==> config.mk <==
export PLATFORM = sky130hd
export DESIGN_NAME = fifo_flex_flat
export DESIGN_NICKNAME = d
export VERILOG_FILES = /design/src/rtl/fifo_flex_if.sv /design/src/rtl/fifo_flex.sv /design/src/flat_wrapper.sv
export SDC_FILE = /design/constraint.sdc
export NUM_CORES = 1
export LEC_CHECK = 0
export ABC_CLOCK_PERIOD_IN_PS = 3000
export BUFFER_PORTS_ARGS = -buffer_cell sky130_fd_sc_hd__buf_4
export CORE_MARGIN = 5
export CORE_UTILIZATION = 40
export DETAILED_ROUTE_END_ITERATION = 10
export PLACE_DENSITY = 0.56
export SYNTH_ARGS = -nofsm -noshare
export SYNTH_HDL_FRONTEND = slang
export SYNTH_SLANG_ARGS = --single-unit
==> constraint.sdc <==
create_clock -name clk -period 3 [get_ports clk]
set_input_delay 0.45 -clock clk [delete_from_list [all_inputs] [get_ports clk]]
set_output_delay 0.45 -clock clk [all_outputs]
set_load 0.05 [all_outputs]
==> src/rtl/fifo_flex_if.sv <==
// fifo_flex_if: handshake and status bundle for the fifo_flex synchronous FIFO.
// The producer/consumer side uses the master modport; the FIFO itself uses slave.
// max_count only carries a live value when FIFO_FLEX_WATERMARK_EN is defined.
interface fifo_flex_if #(
  parameter int DATA_WIDTH = 8,
  parameter int DEPTH      = 16
);
  localparam int ADDR_WIDTH = $clog2(DEPTH);

  logic                  write;
  logic [DATA_WIDTH-1:0] wdata;
  logic                  read;
  logic [DATA_WIDTH-1:0] rdata;
  logic                  empty;
  logic                  full;
  logic [ADDR_WIDTH:0]   count;
  logic                  almost_full;
  logic                  almost_empty;
  logic                  overflow;
  logic                  underflow;
  logic                  clr_err;
  logic [ADDR_WIDTH:0]   max_count;

  modport master (
    output write, wdata, read, clr_err,
    input  rdata, empty, full, count, almost_full, almost_empty,
           overflow, underflow, max_count
  );

  modport slave (
    input  write, wdata, read, clr_err,
    output rdata, empty, full, count, almost_full, almost_empty,
           overflow, underflow, max_count
  );
endinterface

==> src/rtl/fifo_flex.sv <==
// fifo_flex: parametrised single-clock FIFO with show-ahead read data,
// occupancy count, programmable almost-full/almost-empty flags and sticky
// overflow/underflow error flags.
// Optional feature: define FIFO_FLEX_WATERMARK_EN to build the high-water mark
// register behind max_count; without it max_count is tied to zero.
module fifo_flex #(
  parameter int DATA_WIDTH    = 8,
  parameter int DEPTH         = 16,
  parameter int ADDR_WIDTH    = $clog2(DEPTH),
  parameter int AFULL_THRESH  = DEPTH - 1,
  parameter int AEMPTY_THRESH = 1
) (
  input  logic         clk,
  input  logic         rst,
  fifo_flex_if.slave   bus
);
  localparam int CNT_W = ADDR_WIDTH + 1;
  localparam logic [CNT_W-1:0] DEPTH_C  = CNT_W'(DEPTH);
  localparam logic [CNT_W-1:0] AFULL_C  = CNT_W'(AFULL_THRESH);
  localparam logic [CNT_W-1:0] AEMPTY_C = CNT_W'(AEMPTY_THRESH);

  logic [DATA_WIDTH-1:0] mem [DEPTH];
  logic [ADDR_WIDTH-1:0] waddr;
  logic [ADDR_WIDTH-1:0] raddr;
  logic [CNT_W-1:0]      count;
  logic [CNT_W-1:0]      count_next;
  logic                  overflow;
  logic                  underflow;
  logic                  empty;
  logic                  full;
  logic                  wr_ok;
  logic                  rd_ok;

  // Status decodes come from the registered count only, so they never
  // depend on the request inputs of the current cycle.
  assign empty = (count == '0);
  assign full  = (count == DEPTH_C);

  // A write into a full FIFO is still accepted when a read frees the head
  // slot on the same edge; reads are only ever refused when empty.
  assign wr_ok = bus.write & (~full | bus.read);
  assign rd_ok = bus.read & ~empty;

  // Next occupancy: a simultaneous accepted write and read cancel out.
  always_comb begin
    count_next = count;
    case ({wr_ok, rd_ok})
      2'b10:   count_next = count + CNT_W'(1);
      2'b01:   count_next = count - CNT_W'(1);
      default: count_next = count;
    endcase
  end

  // Storage array; not reset, stale contents are never exposed as valid data.
  always_ff @(posedge clk) begin
    if (wr_ok) begin
      mem[waddr] <= bus.wdata;
    end
  end

  // Pointers and occupancy; DEPTH is a power of two so pointers wrap naturally.
  always_ff @(posedge clk) begin
    if (rst) begin
      waddr <= '0;
      raddr <= '0;
      count <= '0;
    end else begin
      if (wr_ok) waddr <= waddr + ADDR_WIDTH'(1);
      if (rd_ok) raddr <= raddr + ADDR_WIDTH'(1);
      count <= count_next;
    end
  end

  // Sticky error flags; a fresh error in the same cycle as clr_err wins.
  always_ff @(posedge clk) begin
    if (rst) begin
      overflow  <= 1'b0;
      underflow <= 1'b0;
    end else begin
      if (bus.write & ~wr_ok)  overflow <= 1'b1;
      else if (bus.clr_err)    overflow <= 1'b0;
      if (bus.read & ~rd_ok)   underflow <= 1'b1;
      else if (bus.clr_err)    underflow <= 1'b0;
    end
  end

`ifdef FIFO_FLEX_WATERMARK_EN
  logic [CNT_W-1:0] max_q;

  // High-water mark: restarts from the present occupancy on clr_err,
  // otherwise follows any new peak in occupancy.
  always_ff @(posedge clk) begin
    if (rst) begin
      max_q <= '0;
    end else if (bus.clr_err) begin
      max_q <= count;
    end else if (count_next > max_q) begin
      max_q <= count_next;
    end
  end

  assign bus.max_count = max_q;
`else
  assign bus.max_count = '0;
`endif

  assign bus.rdata        = mem[raddr];
  assign bus.empty        = empty;
  assign bus.full         = full;
  assign bus.count        = count;
  assign bus.almost_full  = (count >= AFULL_C);
  assign bus.almost_empty = (count <= AEMPTY_C);
  assign bus.overflow     = overflow;
  assign bus.underflow    = underflow;
endmodule
==> src/flat_wrapper.sv <==
// flat-port wrapper written by rule: the top's interface ports become plain ports
module fifo_flex_flat 
#(
  parameter int DATA_WIDTH    = 8,
  parameter int DEPTH         = 16,
  parameter int ADDR_WIDTH    = $clog2(DEPTH),
  parameter int AFULL_THRESH  = DEPTH - 1,
  parameter int AEMPTY_THRESH = 1
)
  (clk, rst, bus_write, bus_wdata, bus_read, bus_clr_err, bus_rdata, bus_empty, bus_full, bus_count, bus_almost_full, bus_almost_empty, bus_overflow, bus_underflow, bus_max_count);
  fifo_flex_if #(.DATA_WIDTH(DATA_WIDTH), .DEPTH(DEPTH)) bus_i ();
  input  logic clk;
  input  logic rst;
  input wire logic [$bits(bus_i.write)-1:0] bus_write;
  input wire logic [$bits(bus_i.wdata)-1:0] bus_wdata;
  input wire logic [$bits(bus_i.read)-1:0] bus_read;
  input wire logic [$bits(bus_i.clr_err)-1:0] bus_clr_err;
  output wire logic [$bits(bus_i.rdata)-1:0] bus_rdata;
  output wire logic [$bits(bus_i.empty)-1:0] bus_empty;
  output wire logic [$bits(bus_i.full)-1:0] bus_full;
  output wire logic [$bits(bus_i.count)-1:0] bus_count;
  output wire logic [$bits(bus_i.almost_full)-1:0] bus_almost_full;
  output wire logic [$bits(bus_i.almost_empty)-1:0] bus_almost_empty;
  output wire logic [$bits(bus_i.overflow)-1:0] bus_overflow;
  output wire logic [$bits(bus_i.underflow)-1:0] bus_underflow;
  output wire logic [$bits(bus_i.max_count)-1:0] bus_max_count;
  assign bus_i.write = bus_write;
  assign bus_i.wdata = bus_wdata;
  assign bus_i.read = bus_read;
  assign bus_i.clr_err = bus_clr_err;
  assign bus_rdata = bus_i.rdata;
  assign bus_empty = bus_i.empty;
  assign bus_full = bus_i.full;
  assign bus_count = bus_i.count;
  assign bus_almost_full = bus_i.almost_full;
  assign bus_almost_empty = bus_i.almost_empty;
  assign bus_overflow = bus_i.overflow;
  assign bus_underflow = bus_i.underflow;
  assign bus_max_count = bus_i.max_count;
  fifo_flex #(.DATA_WIDTH(DATA_WIDTH), .DEPTH(DEPTH), .ADDR_WIDTH(ADDR_WIDTH), .AFULL_THRESH(AFULL_THRESH), .AEMPTY_THRESH(AEMPTY_THRESH)) u_core (.clk(clk), .rst(rst), .bus(bus_i));
endmodule
==> results of run 1 <==
metrics by stage:
| stage | hold slack (ps) | setup slack, ps | std cells | power, W |
|---|---|---|---|---|
| 6_report | 331 | 290 | 572 | 0.00623 |
| 5_1_grt | 327 | 137 | 572 | 0.00650 |
| 4_1_cts | 314 | 269 | 572 | 0.00632 |
| 3_5_place_dp | 498 | 352 | 540 | 0.00394 |
| 3_3_place_gp | 484 | 419 | 540 | 0.00393 |
| 2_1_floorplan | 455 | 348 | 337 | 0.00357 |
registers in the layout, indices dropped and copies added, names as in the netlist, named ones only:
register	count
u_core.mem	128
u_core.bus.count	5
u_core.raddr	4
u_core.waddr	4
u_core.bus.overflow	1
u_core.bus.underflow	1
placed cells by master, fill, tap and decap left out, types with 3 or more instances in the layout:
cell / n
xor2_1: 7
nor2_1: 22
a22oi_1: 17
ha_1: 11
conb_1: 5
buf_4: 40
and3_1: 6
bufinv_16: 6
clkinv_2: 3
dfxtp_1: 18
mux4_2: 16
and2_1: 5
clkbuf_16: 17
inv_1: 13
nand3_1: 3
edfxtp_1: 128
nand2_1: 10
mux4_1: 16
a21oi_1: 5
power groups by stage:
stage	clock (W)	sequential (W)	combinational [W]
detailed placement	0	0.00241	0.00153
floorplan	0	0.00247	0.00110
CTS	0.00242	0.00237	0.00153
global route	0.00250	0.00238	0.00162
finish	0.00236	0.00237	0.00150
global placement	0	0.00240	0.00152
kinds of logic (layout without fill, tap and decap cells):
kind of cell,after synthesis,count (layout),synth area share
flip-flops,147,147,0.700
AND/OR/NAND/NOR,65,65,0.0606
buffers and inverters,35,86,0.0342
multiplexers,34,34,0.133
AO/OA/AOI/OAI,31,31,0.0357
adder cells (fa/ha/maj),11,11,0.0228
XOR/XNOR,9,9,0.0131
other,1,5,0.000622
critical path: cells and delay by family (launching register included):
kind / cells / cell delay (ps)
compound gates: 1 / 270
flops: 1 / 340
mux: 1 / 590
simple gates: 1 / 150
buf+inv: 2 / 460
worst min-delay path by stage:
stage,from,end,slack (ps)
after floorplan,u_core.raddr[1],register,460
after global placement,u_core.bus.overflow,u_core.bus.overflow,480
after detailed placement,u_core.raddr[1],u_core.raddr[1],500
after CTS,rst,u_core.bus.count[2],310
after global routing,rst,u_core.bus.count[3],330
final,rst,u_core.bus.count[2],330
metal layers:
metal	GRT usage	vias to the layer above	part of all wire
met3	0.0437	14	0.056
met1	0.185	1512	0.44
met4	0.0600	0	0.015
met5	0	-	0
li1	-	1402	-
met2	0.224	80	0.49
layout make-up:
cell class | instances | area [sq um] | share of cell area
inverter | 13 | 48.8 | 0.00685
multi-input combinational | 155 | 1630 | 0.229
sequential | 147 | 4230 | 0.593
timing repair buffer | 41 | 320 | 0.0450
clock buffer | 21 | 460 | 0.0647
clock inverter | 11 | 206 | 0.0290
tap | 184 | 230 | 0.0323
==> metrics.md, run 1 <==
| Metric | Value |
|---|---|
| Status | complete, no violations |
| Fin. max-slew vios | 0 |
| Total length of routed wires | 11800 microns |
| Distinct cell type count after synthesis | 45 |
| Worst setup path endpoint | bus_rdata[4] |
| FMAX | 0.369 GHz |
| Root Buffer | clkbuf_16 |
| EDFF count, synth | 128 |
| IO buf count | 31 |
| Largest net degree at the start of global routing | 33 |
| Post-Synthesis Cells | 333 |
| Critical path fanouts, max | 32 |
| CTS tree | built |
| Wirelength per Cell | 20.6 microns |
| Setup violators final | 0 |
| Slew HR | 0.483 |
| Hold WC Path Type | in -> reg |
| Synth cell count leaders | edfxtp_1 (128), nor2_1 (22), dfxtp_1 (19), a22oi_1 (17) |
| Final Wtd Congestion | 0.770 |
| Most frequent cell after synthesis | edfxtp_1 |
| Cell Int Power | 0.00451 W |
| Hold Vio Cnt, Final | 0 |
| Vias in the first global route | 3193 |
| Crit-path max cell delay | 590 ps |
| Tcrit/Tclk final | 0.903 |
| Critical path endpoint category | primary output |
| Global route overflow | 0 |
| Post-CTS Hold Buffers | 0 |
| Synthesized cell area | 6030 sq um |
| Mapped Avg Cell Area | 18.1 sq um |
| Leakage | 2.48 nW |
| H-tree levels | 4 |
| Critical-path top delay cell | mux4_1 |
| CP cell instances | buf_12, mux4_1, a22oi_1, nand2_1, buf_4 |
| CP Data Arrival Time | 2260 ps |
| Clock power frac | 0.379 |
| Nets | 399 |
| Net Switching | 0.00171 W |
| Max cap viols | 0 |
| Max VDD drop | 599 uV |
| Die height | 133 microns |
| RSZ-0062 raised after global routing | no |
| Post-CTS Setup Inserts | 0 |
| Final Core Density | 0.486 |
| Rows | 44 |
| Yosys warning total | 0 |
| Worst r2r dst | u_core.bus.count[3] |
| Filler cells | 1235 |
| Worst-margin pin slew | 774 ps |
| DRT iter0 DRCs | 167 |
| Top cells by area, synth | edfxtp_1 (64%), mux4_1 (7.0%), dfxtp_1 (6.3%) |
| Clk slew on worst S/H paths | 60 ps |
| Worst R2R Start | u_core.bus.count[0] |
| Total track usage | 0.143 |
| Register bit total from synthesis | 147 |
| Sw Share | 0.275 |
| Hpwl dp | 7270 microns |
| Via density | 5.26 |
| Clock skew | 5.13 ps |
| Maximum buffer depth of the clock tree | 2 |
| Die Width | 133 microns |
| Power per cell area | 874 nW/um^2 |
| Antenna violations before repair | 0 |
| Sequential fraction of the synthesis area | 0.700 |
| First-pass GRT wire length | 18600 microns |
| Share of layout cells above drive strength 1 | 0.242 |
| Total CTS buffers | 17 |
| Hold depth | 2 |
| Initial Utilization | 0.412 |
| Startpoint Class | register |
| FF-to-FF setup slack | 360 ps |
| Combinational share of power | 0.241 |
| Core ar. | 14600 sq um |
| Number of diodes | 0 |
| Largest area contributor in the netlist | edfxtp_1 |
| Fin area | 7120 sq um |
| Setup TNS | 0 ps |
| Placed Area | 6450 sq um |
| DRC | 0 |
| CTS sink cnt | 147 |
| Antenna Nets Post-Route | 0 |
| Power share of the sequential group | 0.380 |
| DR pass1 iterations | 4 |
| Asr flop ratio synth | 0 |
| Post-CTS sizing | 0 |
| Clk_lat worst skew | 420 ps |
| Cells on worst reg2reg path | 9 |
| Synth top area share | 0.637 |
| Critical path class | reg -> out |
| Io pins | 37 |
| Via count | 3008 |
| Ys flop type | edfxtp_1 |
| Final min period | 2710 ps |
| Die area | 17600 sq um |
| WP data required | 2550 ps |
| Synthesis-to-finish area growth | 18.0% |
Power figures use the tool's default switching activity.
==> run 2: changes to the inputs <==
--- a/config.mk
+++ b/config.mk
@@ -10,6 +10,7 @@
 export CORE_MARGIN = 5
 export CORE_UTILIZATION = 40
 export DETAILED_ROUTE_END_ITERATION = 10
+export GPL_TIMING_DRIVEN = 0
 export PLACE_DENSITY = 0.56
 export SYNTH_ARGS = -nofsm -noshare
 export SYNTH_HDL_FRONTEND = slang
==> metrics.md, run 2 (synthesized netlist as in run 1, its figures left out) <==
| Metric | Value |
|---|---|
| Final Wtd Congestion | 0.832 (was 0.770) |
| Hold WC Path Type | in -> reg (unchanged) |
| Initial Utilization | 0.412 (unchanged) |
| CP cell instances | buf_1, mux4_2, a22oi_1, nand2_1, buf_4 (was buf_12, mux4_1, a22oi_1, nand2_1, buf_4) |
| Rows | 44 (unchanged) |
| Crit-path max cell delay | 570 ps (was 590 ps) |
| Maximum buffer depth of the clock tree | 2 (unchanged) |
| Commonest non-fill, non-tap cell in the layout | edfxtp_1 (unchanged) |
| GR peak layer | met2 (unchanged) |
| Worst path bufs/invs | 2 (unchanged) |
| DR pass1 iterations | 4 (unchanged) |
| Critical path fanouts, max | 10 (was 32) |
| Most frequent cells in the layout | edfxtp_1 (128), buf_4 (40), nor2_1 (22) (unchanged) |
| Antenna violations before repair | 0 (unchanged) |
| First-pass GRT wire length | 18700 microns (was 18600 microns) |
| Final Non-Filler Cells | 587 (was 572) |
| Hold endpoint | u_core.bus.count[2] (unchanged) |
| Leakage | 2.47 nW (was 2.48 nW) |
| Share of layout cells above drive strength 1 | 0.248 (was 0.242) |
| Dpl cells | 555 (was 540) |
| Hpwl dp | 8000 microns (was 7270 microns) |
| Max cap viols | 0 (unchanged) |
| Post-CTS Hold Buffers | 0 (unchanged) |
| DRC | 0 (unchanged) |
| Nets | 414 (was 399) |
| Critical path class | reg -> out (unchanged) |
| Register area | 4220 sq um (was 4230 sq um) |
| Met2 Use GR | 0.231 (was 0.224) |
| Tcrit/Tclk final | 0.955 (was 0.903) |
| Clock skew | 8.12 ps (was 5.13 ps) |
| Total length of routed wires | 12100 microns (was 11800 microns) |
| Min-delay src | rst (unchanged) |
| Status | complete, no violations (unchanged) |
| Total CTS buffers | 17 (unchanged) |
| Setup violators final | 0 (unchanged) |
| Die area | 17600 sq um (unchanged) |
| Hold Vio Cnt, Final | 0 (unchanged) |
| Max VDD drop | 538 uV (was 599 uV) |
| Register with the most flip-flops | u_core.mem (unchanged) |
| Clk slew on worst S/H paths | 60 ps (about the same) |
| Die height | 133 microns (unchanged) |
| RSZ-0062 raised after global routing | no (unchanged) |
| Max reg flops | 128 (unchanged) |
| Total track usage | 0.146 (was 0.143) |
| Via count | 3071 (was 3008) |
| Area occupied by multi-input gates | 1640 sq um (was 1630 sq um) |
| Root Buffer | clkbuf_16 (unchanged) |
| Worst-margin pin slew | 1000 ps (was 774 ps) |
| Number of diodes | 0 (unchanged) |
| Vias in the first global route | 3153 (was 3193) |
| Filler cells | 1243 (was 1235) |
| CTS tree | built (unchanged) |
| Die Width | 133 microns (unchanged) |
| FMAX | 0.349 GHz (was 0.369 GHz) |
| Wirelength per Cell | 20.7 microns (was 20.6 microns) |
| DRT iter0 DRCs | 301 (was 167) |
| Fin. max-slew vios | 0 (unchanged) |
| Global route overflow | 0 (unchanged) |
| Leading registers by flop count | u_core.mem: 128 flops, u_core.bus.count: 5 flops (unchanged) |
| Worst R2R Start | u_core.bus.count[1] (was u_core.bus.count[0]) |
| CP Data Arrival Time | 2420 ps (was 2260 ps) |
| GR Util met3 | 0.0535 (was 0.0437) |
| Setup TNS | 0 ps (unchanged) |
| Post-CTS Setup Inserts | 0 (unchanged) |
| Hold depth | 2 (unchanged) |
| H-tree levels | 4 (unchanged) |
| Final min period | 2870 ps (was 2710 ps) |
| Power per cell area | 828 nW/um^2 (was 874 nW/um^2) |
| Cells on worst reg2reg path | 10 (was 9) |
| FF-to-FF setup slack | 250 ps (was 360 ps) |
| IO buf count | 30 (was 31) |
| Critical-path top delay cell | buf_1 (was mux4_1) |
| Startpoint Class | register (unchanged) |
| GR Layer Usage met1 | 0.185 (about the same) |
| Via density | 5.23 (was 5.26) |
| Io pins | 37 (unchanged) |
| CTS sink cnt | 147 (unchanged) |
| Core ar. | 14600 sq um (unchanged) |
| Antenna Nets Post-Route | 0 (unchanged) |
| CP Depth | 5 (unchanged) |
| Post-CTS sizing | 0 (unchanged) |
| Clk_lat worst skew | 410 ps (was 420 ps) |
| WP data required | 2550 ps (about the same) |
| Worst r2r dst | u_core.bus.count[3] (unchanged) |
| Synthesis-to-finish area growth | 17.4% (was 18.0%) |
| Critical path endpoint category | primary output (unchanged) |
| Slew HR | 0.329 (was 0.483) |
| CP top delay family | buffers and inverters (was multiplexers) |
| Largest net degree at the start of global routing | 17 (was 33) |
run 2: per-layer routing:
metal  routed length (microns)  vias up
met1                      5340     1537
met4                       171        0
met3                       721       14
li1                          -     1431
met2                      5890       89
met5                         0        -
run 2: stage by stage:
| step | utilization | worst slack [ps] | cell area, sq um | power, W | hold slack (ps) |
|---|---|---|---|---|---|
| 6_report | 0.484 | 135 | 7080 | 0.00586 | 269 |
| 5_1_grt | 0.484 | 13.3 | 7080 | 0.00612 | 256 |
| 4_1_cts | 0.484 | 112 | 7080 | 0.00593 | 243 |
| 3_5_place_dp | 0.448 | 222 | 6560 | 0.00403 | 488 |
| 3_3_place_gp | 0.444 | -111 | 6500 | 0.00401 | 474 |
| 2_1_floorplan | - | 348 | 6050 | 0.00357 | 455 |
run 2: cell type report:
type,instances,area share
Sequential cell,147,0.596
Clock buffer,24,0.0652
Clock inverter,8,0.00901
Multi-Input combinational cell,155,0.232
Tap cell,184,0.0325
Timing Repair Buffer,34,0.0360
Buffer,22,0.0223
Inverter,13,0.00689
run 2: worst max-delay path by stage:
stage / startpoint / end
floorplan: u_core.bus.count[0] / u_core.bus.count[3]
global placement: u_core.bus.count[0] / u_core.mem[2][3]
detailed placement: u_core.bus.count[1] / u_core.bus.count[3]
CTS: register / bus_rdata[6]
global route: u_core.bus.count[0] / u_core.bus.count[3]
finish: register / bus_rdata[6]
run 2: worst reg2reg max path: stages (launching register included):
cell	delay (ps)
dfxtp_1	370
inv_1	150
ha_1	230
nand4bb_4	180
o21ai_2	490
ha_1	230
buf_2	180
or4b_1	440
a21oi_1	170
xnor2_1	130
nor2_1	50
run 2: report_power, final:
part | internal, W | switching (W) | total (W) | leakage, nW
registers | 0.00230 | 0.0000614 | 0.00236 | 1.31
logic | 0.000656 | 0.000957 | 0.00161 | 0.897
clock network | 0.00115 | 0.000742 | 0.00189 | 0.263
==> run 3: changes to the inputs <==
--- a/config.mk
+++ b/config.mk
@@ -7,6 +7,7 @@
 export LEC_CHECK = 0
 export ABC_CLOCK_PERIOD_IN_PS = 3000
 export BUFFER_PORTS_ARGS = -buffer_cell sky130_fd_sc_hd__buf_4
+export CORE_ASPECT_RATIO = 0.7
 export CORE_MARGIN = 5
 export CORE_UTILIZATION = 40
 export DETAILED_ROUTE_END_ITERATION = 10
==> metrics.md, run 3 (synthesized netlist as in run 1, its figures left out) <==
| Metric | Value |
|---|---|
| CP dominant cell by count | buf_6 |
| Final min period | 2820 ps (was 2870 ps) |
| Hold Vio Cnt, Final | 0 (unchanged) |
| Final Non-Filler Cells | 598 (was 587) |
| Power per cell area | 837 nW/um^2 (was 828 nW/um^2) |
| Crit-path max cell delay | 600 ps (was 570 ps) |
| Setup violators final | 0 (unchanged) |
| Status | complete, no violations (unchanged) |
| CP top delay family | multiplexers (was buffers and inverters) |
| FF-to-FF setup slack | 370 ps (was 250 ps) |
| RSZ-0062 raised after global routing | no (unchanged) |
| Post-CTS Setup Inserts | 0 (unchanged) |
| Critical-path top delay cell | mux4_1 (was buf_1) |
| Root Buffer | clkbuf_16 (unchanged) |
| Worst R2R Start | u_core.bus.count[0] (was u_core.bus.count[1]) |
| Pre-CTS setup slack | 244 ps (was 222 ps) |
| Critical path class | reg -> out (unchanged) |
| Maximum buffer depth of the clock tree | 2 (unchanged) |
| CP cell instances | buf_6, buf_6, mux4_1, a22oi_1, nand2_1, buf_4 (was buf_1, mux4_2, a22oi_1, nand2_1, buf_4) |
| CTS tree | built (unchanged) |
| Share of layout cells above drive strength 1 | 0.266 (was 0.248) |
| FMAX | 0.354 GHz (was 0.349 GHz) |
| Post-CTS sizing | 1 (was 0) |
| Clock skew | 10.8 ps (was 8.12 ps) |
| Final Core Density | 0.486 (was 0.484) |
| Post-CTS Hold Buffers | 0 (unchanged) |
| Rows | 37 (was 44) |
| Leakage | 2.48 nW (was 2.47 nW) |
| Hpwl dp | 8200 microns (was 8000 microns) |
| Worst-margin pin slew | 981 ps (was 1000 ps) |
| CP Data Arrival Time | 2370 ps (was 2420 ps) |
| Commonest non-fill, non-tap cell in the layout | edfxtp_1 (unchanged) |
| Wirelength per Cell | 20.5 microns (was 20.7 microns) |
| DRC | 0 (unchanged) |
| Clk slew on worst S/H paths | 60 ps (about the same) |
| Largest net degree at the start of global routing | 17 (unchanged) |
| Register with the most flip-flops | u_core.mem (unchanged) |
| Slew HR | 0.344 (was 0.329) |
| Clk_lat worst skew | 410 ps (about the same) |
| Min-delay src | rst (unchanged) |
| Number of diodes | 0 (unchanged) |
| WP data required | 2550 ps (about the same) |
| IO buf count | 30 (unchanged) |
| Die height | 113 microns (was 133 microns) |
| Vias in the first global route | 3140 (was 3153) |
| First-pass GRT wire length | 19200 microns (was 18700 microns) |
| Total track usage | 0.149 (was 0.146) |
| DR pass1 iterations | 4 (unchanged) |
| Antenna Nets Post-Route | 0 (unchanged) |
| Startpoint Class | register (unchanged) |
| Hold depth | 2 (unchanged) |
| Die area | 17700 sq um (was 17600 sq um) |
| Antenna violations before repair | 0 (unchanged) |
| Hold WC Path Type | in -> reg (unchanged) |
| Worst r2r dst | u_core.bus.count[3] (unchanged) |
| Worst path bufs/invs | 3 (was 2) |
| Fin. max-slew vios | 0 (unchanged) |
| Initial Utilization | 0.410 (was 0.412) |
| Hold Slack | 264 ps (was 269 ps) |
| Critical path endpoint category | primary output (unchanged) |
| Leading registers by flop count | u_core.mem: 128 flops, u_core.bus.count: 5 flops (unchanged) |
| Cells on worst reg2reg path | 10 (unchanged) |
| Core ar. | 14700 sq um (was 14600 sq um) |
| Die Width | 157 microns (was 133 microns) |
| Dpl cells | 566 (was 555) |
| Tcrit/Tclk final | 0.941 (was 0.955) |
| Critical path fanouts, max | 10 (unchanged) |
| Total CTS buffers | 17 (unchanged) |
| Final Wtd Congestion | 0.738 (was 0.832) |
| Synthesis-to-finish area growth | 18.5% (was 17.4%) |
| Global route overflow | 0 (unchanged) |
| Via density | 5.16 (was 5.23) |
| Most frequent cells in the layout | edfxtp_1 (128), buf_4 (40), nor2_1 (22) (unchanged) |
| Io pins | 37 (unchanged) |
| Nets | 414 (unchanged) |
| DRT iter0 DRCs | 255 (was 301) |
| Max reg flops | 128 (unchanged) |
| H-tree levels | 4 (unchanged) |
| Max VDD drop | 429 uV (was 538 uV) |
| Hold endpoint | u_core.bus.count[4] (was u_core.bus.count[2]) |
| Via count | 3083 (was 3071) |
| Total length of routed wires | 12300 microns (was 12100 microns) |
| Worst setup margin | 178 ps (was 135 ps) |
| Max cap viols | 0 (unchanged) |
| CTS sink cnt | 147 (unchanged) |
run 3: final cells by class:
type                            instances  area [sq um]
Inverter                               13          48.8
Sequential cell                       147          4220
Multi-Input combinational cell        155          1650
Tap cell                              195           244
Timing Repair Buffer                   34           255
Fill cell                            1237          7570
Clock buffer                           17           425
Buffer                                 22           159
Clock inverter                         15           145
run 3: metal layers:
layer / global-route usage / routed length [microns] / share of wire
met1: 0.232 / 6210 / 0.51
met2: 0.209 / 5470 / 0.45
met3: 0.0356 / 491 / 0.040
met4: 0.0434 / 99 / 0.0081
met5: 0 / 0 / 0
run 3: where the power goes:
part | internal [W] | switching [W] | total [W]
sequential | 0.00230 | 0.0000641 | 0.00236
clock | 0.00116 | 0.000861 | 0.00202
combinational | 0.000657 | 0.000946 | 0.00160
total | 0.00411 | 0.00187 | 0.00599
run 3: per-stage QoR:
stage          power [W]  cell area (sq um)  TNS [ps]
2_1_floorplan    0.00357               6050         0
4_1_cts          0.00605               7140         0
6_report         0.00599               7150         0
3_3_place_gp     0.00399               6520     -9410
3_5_place_dp     0.00402               6570         0
5_1_grt          0.00626               7150         0
run 3: worst max-delay path by stage:
stage | startpoint | endpoint | slack, ps | cells after the start
after global placement | u_core.bus.count[0] | u_core.mem[0][2] | -400 | 5
after detailed placement | u_core.bus.count[0] | u_core.bus.count[3] | 240 | 10
final | register | bus_rdata[0] | 180 | 6
after CTS | register | bus_rdata[0] | 190 | 6
after global routing | register | bus_rdata[0] | 90 | 6
after floorplan | u_core.bus.count[0] | u_core.bus.count[3] | 350 | 11
